File: config.mk
export PLATFORM = sky130hd
export DESIGN_NAME = wave_mixer
export DESIGN_NICKNAME = d
export VERILOG_FILES = /design/src/rtl/wave_mixer_pkg.sv /design/src/rtl/wave_mixer_add_sub_n.sv /design/src/rtl/wave_mixer.sv
export SDC_FILE = /design/constraint.sdc
export NUM_CORES = 1
export LEC_CHECK = 0
export CORE_MARGIN = 2
export CORE_UTILIZATION = 50
export CTS_BUF_LIST = sky130_fd_sc_hd__clkbuf_4 sky130_fd_sc_hd__clkbuf_8
export DETAILED_ROUTE_END_ITERATION = 7
export HOLD_SLACK_MARGIN = 0.06
export PLACE_DENSITY = 0.79
export SLEW_MARGIN = 25
export SYNTH_ARGS = -nofsm -noshare
export SYNTH_HDL_FRONTEND = slang
export SYNTH_HIERARCHICAL = 1
export SYNTH_SLANG_ARGS = --single-unit
File: constraint.sdc
create_clock -name clk -period 7.8 [get_ports clk]
set_clock_uncertainty 0.15 [all_clocks]
set_input_delay 1.56 -clock clk [delete_from_list [all_inputs] [get_ports clk]]
set_output_delay 1.56 -clock clk [all_outputs]
set_load 0.1 [all_outputs]
File: src/rtl/wave_mixer_pkg.sv
// Shared definitions for the waveform mixer: mode codes, FSM states and
// the index-width helper used to size the channel counter.
package wave_mixer_pkg;

    localparam logic MODE_SAT = 1'b0;
    localparam logic MODE_AVG = 1'b1;

    typedef enum logic [1:0] {
        ST_IDLE  = 2'd0,
        ST_ACCUM = 2'd1,
        ST_NORM  = 2'd2,
        ST_OUT   = 2'd3
    } state_t;

    // A single-channel mixer still needs a 1-bit index register.
    function automatic int unsigned idx_width(input int unsigned n);
        return (n > 1) ? $clog2(n) : 1;
    endfunction

endpackage

File: src/rtl/wave_mixer_add_sub_n.sv
// Ripple-carry adder/subtractor: sum = a + b when sub=0, a - b when sub=1
// (b is inverted and the carry-in set to form the two's complement).
module add_sub_n #(
    parameter int W = 8
) (
    input  logic [W-1:0] a,
    input  logic [W-1:0] b,
    input  logic         sub,
    output logic [W-1:0] sum
);

    logic carry;
    logic bx;

    always_comb begin
        sum   = '0;
        carry = sub;
        bx    = 1'b0;
        for (int unsigned i = 0; i < W; i++) begin
            bx     = b[i] ^ sub;
            sum[i] = a[i] ^ bx ^ carry;
            carry  = (a[i] & bx) | (carry & (a[i] ^ bx));
        end
    end

endmodule

File: src/rtl/wave_mixer.sv
// N-channel signed mixer: accepts a frame, accumulates one channel per clock
// with per-channel add/subtract, then saturates or averages to WIDTH bits.
module wave_mixer
    import wave_mixer_pkg::*;
#(
    parameter int WIDTH    = 8,
    parameter int CHANNELS = 4
) (
    input  logic                         clk,
    input  logic                         reset,
    input  logic [CHANNELS*WIDTH-1:0]    in_samples,
    input  logic [CHANNELS-1:0]          in_sub,
    input  logic                         in_mode,
    input  logic                         in_valid,
    output logic                         in_ready,
    output logic [WIDTH-1:0]             out_sample,
    output logic                         out_sat,
    output logic                         out_valid,
    input  logic                         out_ready
);

    localparam int SHIFT = $clog2(CHANNELS);
    localparam int ACC_W = WIDTH + SHIFT + 1;
    localparam int IDX_W = int'(idx_width(CHANNELS));

    localparam logic [IDX_W-1:0]        LAST_IDX = IDX_W'(CHANNELS - 1);
    localparam logic signed [ACC_W-1:0] SAT_HI   = ACC_W'((1 <<< (WIDTH - 1)) - 1);
    localparam logic signed [ACC_W-1:0] SAT_LO   = ~SAT_HI;

    state_t                      state;
    logic [CHANNELS*WIDTH-1:0]   samples_q;
    logic [CHANNELS-1:0]         sub_q;
    logic                        mode_q;
    logic signed [ACC_W-1:0]     acc;
    logic [IDX_W-1:0]            idx;

    logic [WIDTH-1:0]            cur_sample;
    logic [ACC_W-1:0]            sample_ext;
    logic [ACC_W-1:0]            acc_next;
    logic signed [ACC_W-1:0]     norm_v;
    logic [WIDTH-1:0]            clamped;
    logic                        clamp_hit;

    always_comb begin
        cur_sample = samples_q[int'(idx)*WIDTH +: WIDTH];
        sample_ext = {{(ACC_W - WIDTH){cur_sample[WIDTH-1]}}, cur_sample};
    end

    add_sub_n #(.W(ACC_W)) u_acc (
        .a   (acc),
        .b   (sample_ext),
        .sub (sub_q[idx]),
        .sum (acc_next)
    );

    // Averaging divides by 2^SHIFT (floor), so non-power-of-two channel
    // counts are scaled down by the next power of two, not by CHANNELS.
    always_comb begin
        norm_v    = (mode_q == MODE_AVG) ? (acc >>> SHIFT) : acc;
        clamped   = norm_v[WIDTH-1:0];
        clamp_hit = 1'b0;
        if (norm_v > SAT_HI) begin
            clamped   = SAT_HI[WIDTH-1:0];
            clamp_hit = 1'b1;
        end else if (norm_v < SAT_LO) begin
            clamped   = SAT_LO[WIDTH-1:0];
            clamp_hit = 1'b1;
        end
    end

    always_ff @(posedge clk) begin
        if (reset) begin
            state      <= ST_IDLE;
            samples_q  <= '0;
            sub_q      <= '0;
            mode_q     <= MODE_SAT;
            acc        <= '0;
            idx        <= '0;
            out_sample <= '0;
            out_sat    <= 1'b0;
            out_valid  <= 1'b0;
            in_ready   <= 1'b1;
        end else begin
            case (state)
                ST_IDLE: begin
                    if (in_valid) begin
                        samples_q <= in_samples;
                        sub_q     <= in_sub;
                        mode_q    <= in_mode;
                        acc       <= '0;
                        idx       <= '0;
                        in_ready  <= 1'b0;
                        state     <= ST_ACCUM;
                    end
                end
                ST_ACCUM: begin
                    acc <= acc_next;
                    if (idx == LAST_IDX) begin
                        state <= ST_NORM;
                    end else begin
                        idx <= idx + 1'b1;
                    end
                end
                ST_NORM: begin
                    out_sample <= clamped;
                    out_sat    <= clamp_hit;
                    out_valid  <= 1'b1;
                    state      <= ST_OUT;
                end
                ST_OUT: begin
                    if (out_ready) begin
                        out_valid <= 1'b0;
                        in_ready  <= 1'b1;
                        state     <= ST_IDLE;
                    end
                end
                default: begin
                    state <= ST_IDLE;
                end
            endcase
        end
    end

endmodule

==> flow_summary.yaml <==
power_and_ir_drop:
  peakVddDrop_uv: 255
  p_leak_nw: 1.34
  p_per_area_nw_per_um2: 349
logic_synthesis:
  synth-xor-area-share_pct: 3.62
  synthCells: 350
  synth_top_family_by_area: "simple AND/OR/NAND/NOR gates"
  seq_area_frac_synth_pct: 40.1
  synth_area_um2: 3150
  synth_edf_count: 0
  synth_compound_gate_area_share_pct: 14.4
  synth_fp_nets: 405
  synth_ff_type: "dfxtp_1"
  ys_ff_latch: 63
  ys.warnings.count: 6
  synthAdderAreaFrac_pct: 7.71
  synth-simple-area-share_pct: 17.1
  ys_async_sr_fraction_pct: 0
  yosysUniqueCellTypes: 35
  synthMuxAreaShare_pct: 9.94
  avgSynthCellArea_um2: 8.99
critical_path:
  crit_required_ps: 7860
  start_kind: "flop"
  crit_chain: "buf_4 > mux4_2 > xnor2_1 > fa_1 > fa_1 > fa_1 > fa_1 > fa_1 > fa_1 > fa_1 > fa_1 > fa_1 > xnor2_1 > xnor2_1 > a32oi_1 > nor2_1"
  crit_family: "adder cells"
  critPathMaxStageDelay_ps: 700
  path_common_cell: "fa_1"
  reg2regPathDepth: 16
  r2r_start: "idx[0]$_SDFFE_PP0P_"
  end_kind: "flop"
  worstSetupPathType: "reg -> reg"
  cp.arrival_ps: 5860
  r2r-end: "acc[10]$_SDFFE_PP0P_"
  reg2reg_slack_ps: 2000
  worstPathMaxFanout: 13
  worstSetupStartpoint: "idx[0]$_SDFFE_PP0P_"
  crit_buf_inv: 1
  cp_slowest_cell: "mux4_2"
clock_network:
  worstSkewPairLatency_ps: 350
  cts_setup_buffers: 0
  path_clk_slew_ps: 70
  numCtsBuffers: 9
  ctsLongestPathBuffers: 2
  cts_root_buf: "clkbuf_8"
  holdBufCountCts: 0
  ctsHtreeMaxLevel: 3
  clock_sinks: 63
  cts_resized: 0
  cts_tree: "done"
detailed_routing:
  wl_per_cell_um: 14.0
  drt_wl_total_mm: 6.58
  via_count: 2522
  drt_iter0_markers: 125
  viasPerCell: 5.38
  remaining_drc_errors: 0
  firstDrtPassIters: 4
  detail-route-antenna-nets: 0
global_route:
  grt_pass1_vias: 2496
  grt_max_degree: 73
  grt-ovfl-total: 0
  grt_pass1_wl_mm: 11.2
  antenna_found_initial: 0
  grt_usage_pct: 20.0
finish:
  layout-drive-gt1-share_pct: 8.63
  nNetsFinal: 444
  fin_util_pct: 63.9
  n_antenna_cell: 0
  final_cell_area_um2: 3830
  syn_to_final_growth_pct: 21.7
floorplan:
  num_io_pins: 52
  rows: 28
  start_util_pct: 52.5
  core_um2: 5990
  dieHeight_um: 83.3
  die_width_um: 83.3
  die_area_um2: 6950
sta:
  fmax_ghz: 0.173
  hold_violations: 0
  setup_viol_count_final: 0
  tightest_slew_ps: 969
  fin_tns_setup_ps: 0
  fin_crit_ps: 5800
  grt_setup_unrepaired: "no"
  max_slew_margin_pct: 35.2
  drv_slew: 0
  fin_crit_sh_pct: 74.3
placed_design:
  postPlaceCellArea_um2: 3620
  hpwl_mm: 4.64
  io_buffers: 51
  gp_congestion: 0.824
job:
  drv_cap: 0
status:
  status: "finished clean"
hold_path:
  whs_endpoint: "samples_q[2]$_SDFFE_PP0P_"
  hold_path_depth: 2
  hold_class: "reg -> reg"
  hp-start: "samples_q[2]$_SDFFE_PP0P_"
[synthesized netlist by cell type, types with 2 or more instances]
cell	instances	area, um2
nand2_1	76	285
dfxtp_1	63	1260
a21oi_1	42	210
nor2_1	23	86.3
inv_1	21	78.8
xnor2_1	12	105
a32oi_1	11	96.3
mux2i_1	11	110
buf_2	9	45.0
fa_1	9	180
mux4_2	9	203
clkbuf_1	8	30.0
o32ai_1	7	61.3
or3_1	7	43.8
nand2b_1	6	37.5
buf_4	5	37.5
ha_1	5	62.6
and2_1	3	18.8
buf_6	3	33.8
nor2b_1	3	18.8
nand3b_1	2	15.0
o21ai_0	2	10.0
[per-stage QoR]
stage | power (mW) | hold slack (ps) | std cells | worst slack (ps)
after floorplan | 0.935 | 283 | 350 | 2320
after global placement | 1.03 | 291 | 453 | 2070
after detailed placement | 1.05 | 296 | 453 | 2010
after CTS | 1.34 | 306 | 469 | 1990
after global routing | 1.42 | 327 | 469 | 1660
final | 1.34 | 306 | 469 | 2000
[logic make-up after synthesis]
kind of cell    Yosys count
xor+xnor                 13
buf+inv                  46
fa+ha+maj                14
mux                      20
flops                    63
simple gates            124
compound gates           70
[where the power goes]
group          switching (mW)  total (mW)  internal [mW]
clock                   0.134       0.292          0.158
sequential             0.0495       0.442          0.393
combinational           0.391       0.601          0.210
total                   0.575        1.34          0.760
[placed cells by master (no fill, tap or decap), drive strengths merged, types with 5 or more instances in the layout]
cell type	n
a21oi	42
a32oi	11
clkbuf	10
clkdlybuf4s50	50
dfxtp	63
fa	9
ha	5
inv	22
mux2i	11
mux4	9
nand2	76
nand2b	6
nor2	23
o32ai	7
or3	8
xnor2	12
[how the worst max path moves through the flow]
stage                     depth (start not counted)                   end  slack (ps)
final                                            16  acc[10]$_SDFFE_PP0P_        2000
after global routing                             16  acc[10]$_SDFFE_PP0P_        1660
after floorplan                                  16  acc[10]$_SDFFE_PP0P_        2320
after detailed placement                         16  acc[10]$_SDFFE_PP0P_        2010
after CTS                                        16  acc[10]$_SDFFE_PP0P_        1990
after global placement                           16  acc[10]$_SDFFE_PP0P_        2070
[sequential cells by signal, summed over array words and instances (netlist names)]
| register | cells |
|---|---|
| acc | 11 |
| idx | 2 |
| in_ready | 1 |
| mode_q | 1 |
| out_sample | 8 |
| out_sat | 1 |
| out_valid | 1 |
| samples_q | 32 |
| state | 2 |
| sub_q | 4 |
[layer usage]
layer / track usage, % / routed length, um
met1: 23.1 / 2740
met2: 35.0 / 3350
met3: 4.27 / 303
met4: 10.1 / 184
met5: 0 / 0
[final cells by class]
class,count,area (um2)
clock buffers,10,138
clock inverters,6,68.8
fillers,481,2160
inverters,21,78.8
multi-input cells,241,1670
flip-flops and latches,63,1260
well taps,75,93.8
repair buffers,53,520
[worst min-delay path, cell delays in order, from the launching register on]
cell and delay [ps]:
dfxtp_1 310, nand2_1 50, a21oi_1 50
Note: power is estimated with default switching activity, not from simulation.
